File: config.mk
export PLATFORM = sky130hd
export DESIGN_NAME = sprite_motion_ctrl_flat
export DESIGN_NICKNAME = d
export VERILOG_FILES = /design/src/rtl/sprite_pkg.sv /design/src/rtl/sprite_motion_ctrl_if.sv /design/src/rtl/sprite_motion_ctrl_axis_reflect.sv /design/src/rtl/sprite_motion_ctrl.sv /design/src/flat_wrapper.sv
export SDC_FILE = /design/constraint.sdc
export NUM_CORES = 1
export LEC_CHECK = 0
export BUFFER_PORTS_ARGS = -buffer_cell sky130_fd_sc_hd__buf_2
export CAP_MARGIN = 5
export CORE_AREA = 4 4 120 122
export CTS_CLUSTER_DIAMETER = 30
export DETAILED_ROUTE_END_ITERATION = 12
export DIE_AREA = 0 0 124 126
export PLACE_DENSITY = 0.58
export SETUP_SLACK_MARGIN = 0.2
export SLEW_MARGIN = 10
export SYNTH_ARGS = -nofsm -noshare
export SYNTH_HDL_FRONTEND = slang
export SYNTH_SLANG_ARGS = --single-unit
File: constraint.sdc
create_clock -name clk -period 3.95 [get_ports clk]
set_clock_uncertainty 0.2 [all_clocks]
set_input_delay 0 -clock clk [delete_from_list [all_inputs] [get_ports clk]]
set_output_delay 0 -clock clk [all_outputs]
set_load 0.1 [all_outputs]
File: src/rtl/sprite_pkg.sv
// rtl/sprite_pkg.sv - shared types and bound helpers for sprite motion and the renderer
package sprite_pkg;

  typedef logic [10:0] coord_t;

  typedef enum logic [2:0] {
    IDLE,
    WAIT,
    CALC_X,
    CALC_Y,
    COMMIT
  } state_t;

  // Legal centre range keeps the whole sprite inside the visible area.
  function automatic coord_t x_min(input int radius);
    return coord_t'(radius);
  endfunction

  function automatic coord_t x_max(input int width, input int radius);
    return coord_t'(width - 1 - radius);
  endfunction

  function automatic coord_t y_min(input int radius);
    return coord_t'(radius);
  endfunction

  function automatic coord_t y_max(input int height, input int radius);
    return coord_t'(height - 1 - radius);
  endfunction

  function automatic coord_t clamp_coord(input coord_t v, input coord_t lo, input coord_t hi);
    if (v < lo) return lo;
    if (v > hi) return hi;
    return v;
  endfunction

endpackage

File: src/rtl/sprite_motion_ctrl_if.sv
// rtl/sprite_motion_ctrl_if.sv - scan, control and position signals between driver and motion controller
interface sprite_motion_ctrl_if;
  import sprite_pkg::*;

  logic [10:0] h_count;
  logic [10:0] v_count;
  logic        enable;
  logic [2:0]  step;
  logic        load_en;
  coord_t      load_x;
  coord_t      load_y;
  coord_t      x_pos;
  coord_t      y_pos;
  logic        dir_x;
  logic        dir_y;
  logic        frame_tick;
  logic        bounce_x;
  logic        bounce_y;

  modport master (
    output h_count, v_count, enable, step, load_en, load_x, load_y,
    input  x_pos, y_pos, dir_x, dir_y, frame_tick, bounce_x, bounce_y
  );

  modport slave (
    input  h_count, v_count, enable, step, load_en, load_x, load_y,
    output x_pos, y_pos, dir_x, dir_y, frame_tick, bounce_x, bounce_y
  );

endinterface

File: src/rtl/sprite_motion_ctrl_axis_reflect.sv
// rtl/sprite_motion_ctrl_axis_reflect.sv - one-axis step with clamp and reflection at the range edges
module axis_reflect
  import sprite_pkg::*;
(
  input  coord_t     pos,
  input  logic       dir,
  input  logic [2:0] step,
  input  coord_t     lo,
  input  coord_t     hi,
  output coord_t     npos,
  output logic       ndir,
  output logic       bounce
);

  logic signed [11:0] sum;

  always_comb begin
    sum    = '0;
    npos   = pos;
    ndir   = dir;
    bounce = 1'b0;
    if (dir) begin
      sum = $signed({1'b0, pos}) + $signed({9'd0, step});
    end else begin
      sum = $signed({1'b0, pos}) - $signed({9'd0, step});
    end
    npos = sum[10:0];
    // Landing exactly on a bound is legal; only overshoot reflects.
    if (dir && (sum > $signed({1'b0, hi}))) begin
      npos   = hi;
      ndir   = 1'b0;
      bounce = 1'b1;
    end else if (!dir && (sum < $signed({1'b0, lo}))) begin
      npos   = lo;
      ndir   = 1'b1;
      bounce = 1'b1;
    end
  end

endmodule

File: src/rtl/sprite_motion_ctrl.sv
// rtl/sprite_motion_ctrl.sv - frame-paced bouncing sprite position sequencer, updates only in vblank
module sprite_motion_ctrl
  import sprite_pkg::*;
#(
  parameter int WIDTH     = 800,
  parameter int HEIGHT    = 600,
  parameter int RADIUS    = 17,
  parameter int FRAME_DIV = 1
) (
  input  logic              clk,
  input  logic              rst_n,
  sprite_motion_ctrl_if.slave bus
);

  localparam coord_t     XMIN     = x_min(RADIUS);
  localparam coord_t     XMAX     = x_max(WIDTH, RADIUS);
  localparam coord_t     YMIN     = y_min(RADIUS);
  localparam coord_t     YMAX     = y_max(HEIGHT, RADIUS);
  localparam coord_t     X_HOME   = coord_t'(WIDTH / 2);
  localparam coord_t     Y_HOME   = coord_t'(HEIGHT / 2);
  localparam logic [10:0] V_END   = 11'(HEIGHT);
  localparam logic [7:0] DIV_LAST = 8'(FRAME_DIV - 1);

  state_t     state;
  coord_t     x_pos;
  coord_t     y_pos;
  coord_t     nx;
  coord_t     ny;
  logic       dir_x;
  logic       dir_y;
  logic       frame_tick;
  logic       bounce_x;
  logic       bounce_y;
  logic [7:0] div_cnt;

  logic   frame_end;
  coord_t nx_c;
  coord_t ny_c;
  logic   ndx_c;
  logic   ndy_c;
  logic   bx_c;
  logic   by_c;

  assign frame_end = (bus.v_count == V_END) && (bus.h_count == 11'd0);

  axis_reflect u_x (
    .pos    (x_pos),
    .dir    (dir_x),
    .step   (bus.step),
    .lo     (XMIN),
    .hi     (XMAX),
    .npos   (nx_c),
    .ndir   (ndx_c),
    .bounce (bx_c)
  );

  axis_reflect u_y (
    .pos    (y_pos),
    .dir    (dir_y),
    .step   (bus.step),
    .lo     (YMIN),
    .hi     (YMAX),
    .npos   (ny_c),
    .ndir   (ndy_c),
    .bounce (by_c)
  );

  always_ff @(posedge clk or negedge rst_n) begin
    if (!rst_n) begin
      state      <= IDLE;
      x_pos      <= X_HOME;
      y_pos      <= Y_HOME;
      nx         <= X_HOME;
      ny         <= Y_HOME;
      dir_x      <= 1'b1;
      dir_y      <= 1'b1;
      frame_tick <= 1'b0;
      bounce_x   <= 1'b0;
      bounce_y   <= 1'b0;
      div_cnt    <= 8'd0;
    end else begin
      frame_tick <= frame_end;
      bounce_x   <= 1'b0;
      bounce_y   <= 1'b0;
      case (state)
        IDLE: begin
          if (bus.load_en) begin
            x_pos <= clamp_coord(bus.load_x, XMIN, XMAX);
            y_pos <= clamp_coord(bus.load_y, YMIN, YMAX);
          end
          if (bus.enable) state <= WAIT;
        end
        WAIT: begin
          if (!bus.enable) begin
            state <= IDLE;
          end else if (frame_tick) begin
            if (div_cnt == DIV_LAST) begin
              div_cnt <= 8'd0;
              state   <= CALC_X;
            end else begin
              div_cnt <= div_cnt + 8'd1;
            end
          end
        end
        CALC_X: begin
          nx       <= nx_c;
          dir_x    <= ndx_c;
          bounce_x <= bx_c;
          state    <= CALC_Y;
        end
        CALC_Y: begin
          ny       <= ny_c;
          dir_y    <= ndy_c;
          bounce_y <= by_c;
          state    <= COMMIT;
        end
        COMMIT: begin
          // Both axes land together so the renderer never sees a half-moved sprite.
          x_pos <= nx;
          y_pos <= ny;
          state <= WAIT;
        end
        default: state <= IDLE;
      endcase
    end
  end

  assign bus.x_pos      = x_pos;
  assign bus.y_pos      = y_pos;
  assign bus.dir_x      = dir_x;
  assign bus.dir_y      = dir_y;
  assign bus.frame_tick = frame_tick;
  assign bus.bounce_x   = bounce_x;
  assign bus.bounce_y   = bounce_y;

endmodule
File: src/flat_wrapper.sv
// flat-port wrapper written by rule: the top's interface ports become plain ports
module sprite_motion_ctrl_flat import sprite_pkg::*;
#(
  parameter int WIDTH     = 800,
  parameter int HEIGHT    = 600,
  parameter int RADIUS    = 17,
  parameter int FRAME_DIV = 1
)
  (clk, rst_n, bus_h_count, bus_v_count, bus_enable, bus_step, bus_load_en, bus_load_x, bus_load_y, bus_x_pos, bus_y_pos, bus_dir_x, bus_dir_y, bus_frame_tick, bus_bounce_x, bus_bounce_y);
  sprite_motion_ctrl_if bus_i ();
  input  logic clk;
  input  logic rst_n;
  input wire logic [$bits(bus_i.h_count)-1:0] bus_h_count;
  input wire logic [$bits(bus_i.v_count)-1:0] bus_v_count;
  input wire logic [$bits(bus_i.enable)-1:0] bus_enable;
  input wire logic [$bits(bus_i.step)-1:0] bus_step;
  input wire logic [$bits(bus_i.load_en)-1:0] bus_load_en;
  input wire logic [$bits(bus_i.load_x)-1:0] bus_load_x;
  input wire logic [$bits(bus_i.load_y)-1:0] bus_load_y;
  output wire logic [$bits(bus_i.x_pos)-1:0] bus_x_pos;
  output wire logic [$bits(bus_i.y_pos)-1:0] bus_y_pos;
  output wire logic [$bits(bus_i.dir_x)-1:0] bus_dir_x;
  output wire logic [$bits(bus_i.dir_y)-1:0] bus_dir_y;
  output wire logic [$bits(bus_i.frame_tick)-1:0] bus_frame_tick;
  output wire logic [$bits(bus_i.bounce_x)-1:0] bus_bounce_x;
  output wire logic [$bits(bus_i.bounce_y)-1:0] bus_bounce_y;
  assign bus_i.h_count = bus_h_count;
  assign bus_i.v_count = bus_v_count;
  assign bus_i.enable = bus_enable;
  assign bus_i.step = bus_step;
  assign bus_i.load_en = bus_load_en;
  assign bus_i.load_x = bus_load_x;
  assign bus_i.load_y = bus_load_y;
  assign bus_x_pos = bus_i.x_pos;
  assign bus_y_pos = bus_i.y_pos;
  assign bus_dir_x = bus_i.dir_x;
  assign bus_dir_y = bus_i.dir_y;
  assign bus_frame_tick = bus_i.frame_tick;
  assign bus_bounce_x = bus_i.bounce_x;
  assign bus_bounce_y = bus_i.bounce_y;
  sprite_motion_ctrl #(.WIDTH(WIDTH), .HEIGHT(HEIGHT), .RADIUS(RADIUS), .FRAME_DIV(FRAME_DIV)) u_core (.clk(clk), .rst_n(rst_n), .bus(bus_i));
endmodule
==> reports/results.ini <==
[timing]
drv_slew=0
relSlewSlack_pct=52.03
hold_viol_final=0
timing.final.crit_share_pct=91.85
rsz0062_at_grt=true
timing.fmax_mhz=275.6
finalSetupTns_ns=0
tightest_slew_ns=0.7196
setup_violations=0
final.min_clock_period_ns=3.628

[floorplan]
top_level_ports=78
dieArea_mm2=0.01562
core_area_mm2=0.01319
die_w_um=124
rows=42
start_util_pct=34.81
die_y_um=126

[clock_network]
cts_buffers=9
cts_sinks=60
clock-root-buffer=clkbuf_16
ctsHtreeMaxLevel=3
clock_latency_ns=0.32
cts_tree=built
clockBufferDepth=2
path_clk_slew_ns=0.05

[yosys]
synth_seq_cells=60
synth_top_family_by_area=compound AO/OA/AOI/OAI gates
synthesis.area_mm2=0.004592
ys_types=82
ys_warn_count=0
synth_fa_ha_area_share_pct=7.112
synth_nets=608
synthSimpleGateAreaFrac_pct=21.28
syn_inst=533
async_flop_share_pct=100.0
synth-edff-count=0
synthMuxAreaShare_pct=2.398
synth_area_per_cell_um2=8.615
synthXorXnorAreaFrac_pct=3.624
synth-seq-area-share_pct=33.13
synth_compound_area_share_pct=27.66
ys.flop_type=dfrtp_1

[worst_setup_path]
cp_cell_sequence=mux2_2 > ha_1 > a21o_1 > o221a_1 > or2_4 > a211oi_4 > a32oi_4 > nor4_4 > a211oi_4 > a221o_1
crit_path_end=u_core.ny[2]$_DFFE_PN1P_
crit_start=u_core.bus.dir_y$_DFFE_PN1P_
crit_arrival_ns=3.67
cp.depth=10
critical_path.max_fanout=8
cp-start-kind=flop
crit_slowest_cell=dfstp_4
cp-end-kind=flop
timing.critical_path.mode_cell=a211oi_4
reg2reg_slack_ns=0.32
path_delay_family=compound AO/OA/AOI/OAI gates
rr_worst_depth=10
reg2reg_to=u_core.ny[2]$_DFFE_PN1P_
r2r-start=u_core.bus.dir_y$_DFFE_PN1P_
max_stage_delay_ns=0.66
path_buf_inv=0
critical_path_required_ns=4.00
critPathKind=flop to flop

[flow_run]
drv_cap=0

[placed_design]
place_congestion=0.8868
detailed_place_hpwl_um=10450
portBuffers=77
placed_cells=769

[route]
wire_per_inst_um=17.10
drc=0
num_vias=4675
wl_um=14190
ant_nets=0
firstDrtPassIters=6
viasPerCell=5.633
drt_iter0_markers=318

[global_routing]
antenna_found_initial=0
grtUsageMet3_pct=2.466
grt_max_degree=37
grt_pass1_vias=4505
track_usage_pct=18.22
top_usage_layer=met2
met1_usage_pct=25.72
grt_pass1_wl_um=22800
grtUsageMet2_pct=29.05
gr-total-overflow=0

[cells_and_area]
final_util_pct=45.41
mostFrequentLayoutCells=buf_2, nand2_1, dfrtp_1
final_cells=830
final_nets=724
antennaDiodeCount=0
drive_above_1_share_pct=25.84
final_common_cell=buf_2
area_growth_pct=30.44

[power_and_ir_drop]
seqPwrFrac_pct=33.6
p_int_mw=1.337
switching_power_mw=0.8433
power_density_mw_per_mm2=364.0
vdd_drop_max_uv=222.9
clock_power_share_pct=31.6
pwr-share-comb_pct=34.8
leakage_nw=2.573
swShare_pct=38.68

[hold_path]
hold_class=primary input to flop

[outcome]
status=finished clean

[synth_stat cells, types with 18 or more instances]
| master | number | area (um2) |
|---|---|---|
| nand2_1 | 50 | 187.7 |
| dfrtp_1 | 44 | 1101 |
| nand3_1 | 18 | 90.09 |
| clkbuf_1 | 19 | 71.32 |
| a21oi_1 | 37 | 185.2 |
| inv_1 | 22 | 82.58 |
| ha_1 | 22 | 275.3 |
| nor2_1 | 46 | 172.7 |
| o21ai_0 | 21 | 105.1 |
[registers in the layout (all words and copies together) (netlist names)]
signal,flops
u_core.bus.bounce_x,1
u_core.bus.bounce_y,1
u_core.bus.dir_x,1
u_core.bus.dir_y,1
u_core.bus.frame_tick,1
u_core.bus.x_pos,11
u_core.bus.y_pos,11
u_core.div_cnt,8
u_core.nx,11
u_core.ny,11
u_core.state,3
[final cells by class]
cell class | instances | area (um2)
fillers | 1284 | 7201
multi-input cells | 420 | 2977
flip-flops and latches | 60 | 1529
repair buffers | 134 | 910.9
clock buffers | 13 | 250.2
well taps | 176 | 220.2
inverters | 24 | 90.09
clock inverters | 3 | 12.51
[stage by stage]
stage	setup WS (ns)	hold slack (ns)	power, mW	cell area, um2
2_1_floorplan	0.1944	-0.4956	1.247	4629
3_3_place_gp	0.2760	-0.1697	1.428	5187
3_5_place_dp	0.1834	-0.1611	1.433	5187
4_1_cts	0.2053	0.002882	2.161	5848
5_1_grt	0.1802	0.04760	2.287	5989
6_report	0.3218	0.01068	2.180	5989
[metal layers]
layer | wire length, um | share of wire, %
met5 | 0 | 0
met4 | 174 | 1.2
met1 | 6531 | 46
met3 | 738 | 5.2
met2 | 6745 | 48
[worst min-delay path by stage]
stage,slack [ns],startpoint,cells past startpoint,endpoint
5_1_grt,0.05,bus_load_en,5,u_core.bus.x_pos[8]$_DFFE_PN1P_
3_3_place_gp,-0.17,rst_n,1,u_core.bus.bounce_x$_DFF_PN0_
2_1_floorplan,-0.50,rst_n,0,u_core.bus.bounce_x$_DFF_PN0_
3_5_place_dp,-0.16,rst_n,1,u_core.bus.bounce_x$_DFF_PN0_
4_1_cts,0.003,bus_load_en,5,u_core.bus.x_pos[8]$_DFFE_PN1P_
6_report,0.01,bus_load_en,5,u_core.bus.x_pos[8]$_DFFE_PN1P_
[worst reg2reg max path, stage by stage (launching register included)]
cell and delay [ns]:
dfstp_4 0.66, mux2_2 0.36, ha_1 0.30, a21o_1 0.19, o221a_1 0.27, or2_4 0.32, a211oi_4 0.27, a32oi_4 0.18
nor4_4 0.33, a211oi_4 0.13, a221o_1 0.35
[kinds of logic after synthesis]
logic type	Yosys count
flops	60
simple gates	193
fa+ha+maj	25
xor+xnor	19
mux	10
compound gates	173
buf+inv	53
[power groups by stage]
| stage | logic, mW | clock network (mW) | registers, mW |
|---|---|---|---|
| floorplan | 0.328 | 0 | 0.919 |
| global placement | 0.691 | 0 | 0.737 |
| detailed placement | 0.695 | 0 | 0.738 |
| CTS | 0.728 | 0.704 | 0.729 |
| global route | 0.815 | 0.733 | 0.738 |
| finish | 0.759 | 0.689 | 0.733 |
[repair_timing]
item,4_1_cts,5_1_grt
gates resized for setup,1,16
pin swaps,0,9
buffers inserted,0,6
endpoints found under the setup margin,3,18
hold endpoints to repair,47,0
hold buffers,39,0
cloned,0,0
Note: power is estimated with default switching activity, not from simulation.
